==> src/rtl/id_hazard_scoreboard_pkg.sv <==
// Shared encodings and widths for the ID-stage hazard scoreboard.
// Producer classes arrive on issue_kind; only loads and mul/div are tracked.
package id_hazard_scoreboard_pkg;

   localparam int CNT_W  = 4;
   localparam int KIND_W = 2;

   typedef enum logic [KIND_W-1:0] {
      KIND_ALU  = 2'd0,
      KIND_LOAD = 2'd1,
      KIND_MD   = 2'd2,
      KIND_RSVD = 2'd3
   } issue_kind_e;

   function automatic logic is_tracked_kind(input issue_kind_e kind);
      return (kind == KIND_LOAD) || (kind == KIND_MD);
   endfunction

endpackage

==> src/rtl/id_hazard_scoreboard_lat.sv <==
// hz_lat_counter: loadable down-counter that parks at zero.
// Priority: flush, then load/clear, then decrement.
module hz_lat_counter
   import id_hazard_scoreboard_pkg::*;
#(
   parameter int CW = CNT_W
) (
   input  logic          clk,
   input  logic          rst_n,
   input  logic          flush,
   input  logic          load,
   input  logic          clear,
   input  logic [CW-1:0] load_val,
   output logic [CW-1:0] cnt
);

   always_ff @(posedge clk or negedge rst_n) begin
      if (!rst_n) begin
         cnt <= '0;
      end else if (flush) begin
         cnt <= '0;
      end else if (load) begin
         cnt <= load_val;
      end else if (clear) begin
         cnt <= '0;
      end else if (cnt != '0) begin
         cnt <= cnt - CW'(1);
      end
   end

endmodule

==> src/rtl/id_hazard_scoreboard.sv <==
// ID-stage RAW/structural hazard scoreboard: one latency timer per register plus
// one for the shared mul/div unit; stall is combinational from timer state.
module id_hazard_scoreboard
   import id_hazard_scoreboard_pkg::*;
#(
   parameter int NREG     = 32,
   parameter int AW       = 5,
   parameter int LOAD_LAT = 1,
   parameter int MD_LAT   = 4,
   parameter int SCW      = 32
) (
   input  logic            clk,
   input  logic            rst_n,
   input  logic            issue_valid,
   input  logic [1:0]      issue_kind,
   input  logic [AW-1:0]   issue_dst,
   input  logic [AW-1:0]   rs_addr,
   input  logic [AW-1:0]   rt_addr,
   input  logic            rs_used,
   input  logic            rt_used,
   input  logic            id_is_md,
   input  logic            flush,
   input  logic            irq,
   input  logic            kernel_if,
   input  logic            kernel_id,
   output logic            stall,
   output logic            pc_if_write,
   output logic [NREG-1:0] busy_vec,
   output logic [SCW-1:0]  stall_cnt
);

   issue_kind_e      kind;
   logic             issue_tracked;
   logic             issue_md;
   logic [CNT_W-1:0] lat_val;
   logic [CNT_W-1:0] cnt [NREG];
   logic [CNT_W-1:0] md_cnt;
   logic             raw_stall;
   logic             irq_bypass;

   assign kind          = issue_kind_e'(issue_kind);
   assign issue_tracked = issue_valid && is_tracked_kind(kind);
   assign issue_md      = issue_valid && (kind == KIND_MD);
   assign lat_val       = (kind == KIND_MD) ? CNT_W'(MD_LAT) : CNT_W'(LOAD_LAT);

   assign cnt[0]      = '0;
   assign busy_vec[0] = 1'b0;

   // ALU/reserved writes (and dst 0) clear the slot: the younger writer supersedes.
   for (genvar i = 1; i < NREG; i++) begin : g_reg
      logic dst_hit;
      assign dst_hit = issue_valid && (issue_dst == AW'(i));

      hz_lat_counter #(.CW(CNT_W)) u_cnt (
         .clk      (clk),
         .rst_n    (rst_n),
         .flush    (flush),
         .load     (dst_hit && issue_tracked),
         .clear    (dst_hit && !issue_tracked),
         .load_val (lat_val),
         .cnt      (cnt[i])
      );

      assign busy_vec[i] = (cnt[i] != '0);
   end

   hz_lat_counter #(.CW(CNT_W)) u_md_cnt (
      .clk      (clk),
      .rst_n    (rst_n),
      .flush    (flush),
      .load     (issue_md),
      .clear    (1'b0),
      .load_val (CNT_W'(MD_LAT)),
      .cnt      (md_cnt)
   );

   assign raw_stall = (rs_used  && (cnt[rs_addr] != '0)) ||
                      (rt_used  && (cnt[rt_addr] != '0)) ||
                      (id_is_md && (md_cnt != '0));

   // User-mode interrupt entry must not be held off by a hazard on in-flight user code.
   assign irq_bypass  = irq && !kernel_if && !kernel_id;
   assign stall       = raw_stall && !irq_bypass;
   assign pc_if_write = !stall;

   always_ff @(posedge clk or negedge rst_n) begin
      if (!rst_n) begin
         stall_cnt <= '0;
      end else if (stall && (stall_cnt != {SCW{1'b1}})) begin
         stall_cnt <= stall_cnt + SCW'(1);
      end
   end

endmodule

==> config.mk <==
export PLATFORM = sky130hd
export DESIGN_NAME = id_hazard_scoreboard
export DESIGN_NICKNAME = d
export VERILOG_FILES = /design/src/rtl/id_hazard_scoreboard_pkg.sv /design/src/rtl/id_hazard_scoreboard_lat.sv /design/src/rtl/id_hazard_scoreboard.sv
export SDC_FILE = /design/constraint.sdc
export NUM_CORES = 1
export LEC_CHECK = 0
export BUFFER_PORTS_ARGS = -buffer_cell sky130_fd_sc_hd__buf_4
export CORE_ASPECT_RATIO = 1.2
export CORE_MARGIN = 3
export CORE_UTILIZATION = 55
export CTS_BUF_LIST = sky130_fd_sc_hd__clkbuf_8 sky130_fd_sc_hd__clkbuf_16
export DETAILED_ROUTE_END_ITERATION = 10
export GPL_TIMING_DRIVEN = 0
export PLACE_DENSITY = 0.75
export SLEW_MARGIN = 20
export SYNTH_ARGS = -nofsm -noshare
export SYNTH_HDL_FRONTEND = slang
export SYNTH_SLANG_ARGS = --single-unit
==> constraint.sdc <==
create_clock -name clk -period 4.9 [get_ports clk]
set_input_delay 0.98 -clock clk [delete_from_list [all_inputs] [get_ports clk]]
set_output_delay 0.98 -clock clk [all_outputs]
set_load 0.01 [all_outputs]
==> summary.txt <==
Critical path
  • CP Capture Type: output port
  • Critical path origin: rs_addr[1]
  • Critical Path Fanout Max: 10
  • CP startpoint kind: input port
  • R2r worst-path depth: 8
  • Worst r2r dst: stall_cnt[30]
  • Crit path DAT: between 3 and 4 ns
  • Setup CP Type: input port to output port
  • Worst path max stage delay: 0.54 ns
  • Cell Chain, Critical Path: buf_6, buf_2, nor3_1, a311oi_1, nor4b_1, a211oi_1, o311ai_1, o221a_1, buf_6, inv_1, buf_4
  • Critical R2R Launch: g_reg[10].u_cnt.cnt[0]
  • Critical path's most frequent cell: buf_6
  • Worst reg-to-reg setup slack: around 1.8 ns
  • CP endpoint: stall
  • CP max-delay cell: o311ai_1
  • WP data required: 3.92 ns

Timing
  • Hold Fails Final Rpt: 0
  • Minimum clock period: about 4.3 ns
  • Final Cycle Share: roughly 88%
  • Max Clk Rate: about 0.23 GHz
  • Worst-Margin Slew: 0.951 ns
  • Final slew viol count: 0
  • RSZ-0062 raised after global routing: false
  • Worst Hold Slack: just under 0.5 ns
  • Final Skew: between 0.008 and 0.009 ns
  • Final setup viols: 0
  • Worst slew margin: between 30% and 40%
  • Total Neg Setup Slack: 0 ns

Clocking
  • Clock latency on the worst-skew pair: between 0.4 and 0.5 ns
  • Cts hold-fix bufs: 0
  • Root buf cell: clkbuf_16
  • CTS tree: done
  • CTS resizes: 0
  • H-tree depth: 4
  • Clock sink total: between 150 and 200
  • CTS buffer count: 17
  • Clk slew on worst S/H paths: 0.06 ns
  • Setup bufs post-CTS: 0
  • CTS Buffer Depth: 2

Synth
  • Most numerous cell in the Yosys netlist: nor2_1
  • EDFF count, synth: 0
  • Avg Cell Area, Syn: between 8 and 9 um^2
  • Syn Inst Count: 1094
  • Synthesis-stage register bit count: between 150 and 200
  • Ys async rst share: between 90% and 100%
  • Syn_nets: about 1.2k
  • Synth area leader: dfrtp_1
  • Synth Cell Area: 0.00954 mm^2
  • XOR/XNOR share of the synthesized area: under 10%
  • Simple logic cell fraction of the synthesized area: 24.5%
  • Synth Area in Adders: 4.46%
  • Synth top cells by count: 190 x nor2_1, 160 x dfrtp_1, 96 x inv_1
  • Post-synth top flop: dfrtp_1
  • Sequential share of the synthesized area: 42.0%
  • Post-synthesis mux area share: under 10%
  • Yosys top cell area share: 42.0%
  • Largest family of logic cells by synthesized area: simple AND/OR/NAND/NOR gates
  • Cell variety after synth: 53
  • Yosys warning count: 0
  • Synth area leaders: dfrtp_1 42%, nor2_1 7.5%, xnor2_1 5.1%, ha_1 4.5%, inv_1 3.8%
  • Synth Area in Compound Gates: between 10 and 15%

GRT
  • GRT Util Overall: 27.6%
  • Largest net degree at the start of global routing: 85
  • Vias in the first global route: about 8k
  • Initial antenna violation count: 0
  • First-pass GRT wire length: about 40000 um
  • GRT overflow: 0

Outcome
  • Outcome: finished clean

Final layout
  • # diodes: 0
  • Final nets: approximately 1.3k
  • Fraction of layout cells with a size suffix above 1: a little under an eighth
  • Post-route cell area: 0.0111 mm^2
  • Fin cells: between 1k and 1.5k
  • Layout area overhead: 16.3%

Placement
  • Gpl congestion: 0.906
  • Port-buffer cells: 87
  • HPWL reported at the end of detailed placement: around 19000 um
  • Total placed instance area: 0.0105 mm^2
  • Dpl cells: 1398

Worst hold path
  • Min-delay worst type: register to register

Route
  • DRC viols: 0
  • Total wire length: about 26000 um
  • Via count: roughly 8.5k
  • Drt first-iter violations: approximately 690
  • Antenna-violating nets left: 0
  • Routed wire length per instance: 18.3 um
  • DR pass1 iterations: 7
  • Via density: 5.96

Floorplanning
  • Starting Density: between 50% and 60%
  • Die width: approximately 130 um
  • Die height: ~150 um
  • I/O pin total: 93
  • Core box area: around 0.017 mm^2
  • # rows: 52
  • Die area: around 0.019 mm^2

Power
  • PwrDens: approximately 640 mW/mm^2
  • Max IR drop VDD: between 300 and 400 uV
  • Leak Pwr: roughly 0.0049 uW
  • Overall Power: 7060 uW

Run
  • Max_cap viols: 0
## layout by cell type (no fill, tap or decap), drive strengths merged, types with 40 or more instances in the layout
cell type,instances
inv,97
nand3,51
nand2,69
buf,95
a211oi,40
a21oi,47
dfrtp,160
xnor2,56
nor2,190
clkbuf,47
## cells by family after synthesis
kind of cell,count (synthesis)
buf+inv,133
fa+ha+maj,34
flops,160
mux,24
compound gates,197
other cells,1
xor+xnor,62
simple gates,483
## flip-flops by register name (all words and copies together) (netlist names)
register / count
g.u_cnt.cnt: 124
stall_cnt: 32
u_md_cnt.cnt: 4
## critical path, delay by kind of cell
family,cells,cell delay [ns]
buffers and inverters,5,0.69
AND/OR/NAND/NOR,2,0.59
AO/OA/AOI/OAI,4,1.05
## stage by stage
| stage | setup slack (ns) | util, % |
|---|---|---|
| finish | 0.600 | 65.6 |
| global route | 0.409 | 65.6 |
| CTS | 0.618 | 65.6 |
| detailed placement | 0.621 | 62.1 |
| global placement | 0.660 | 61.9 |
| floorplan | 1.26 | - |
## metal layers
layer | wire length, um | GRT usage [%]
met1 | 10600 | 33.6
met2 | 12800 | 46.4
met3 | 1470 | 5.46
met4 | 1270 | 14.9
met5 | 0 | 0
## worst min-delay path by stage
stage / from / endpoint / slack (ns) / depth (start not counted)
after floorplan: stall_cnt[17] / stall_cnt[17] / 0.52 / 1
after global routing: stall_cnt[10] / stall_cnt[10] / 0.52 / 1
final: stall_cnt[10] / stall_cnt[10] / 0.49 / 1
after global placement: stall_cnt[10] / stall_cnt[10] / 0.48 / 1
after detailed placement: stall_cnt[10] / stall_cnt[10] / 0.48 / 1
after CTS: stall_cnt[10] / stall_cnt[10] / 0.49 / 1
## report_power, final
group	leakage [uW]	switching [uW]	internal, uW
Sequential	0.00211	461	1750
Combinational	0.00250	1910	1550
Clock	0.000295	550	840
Total	0.00491	2920	4140
## area by class of cell
type / instances / area, um^2
timing repair buffer: 88 / 688
clock buffer: 17 / 425
multi-input combinational: 801 / 5020
tap: 216 / 270
clock inverter: 13 / 173
inverter: 96 / 360
fill: 1405 / 5820
buffer: 37 / 163
sequential: 160 / 4000
Power figures use the tool's default switching activity.
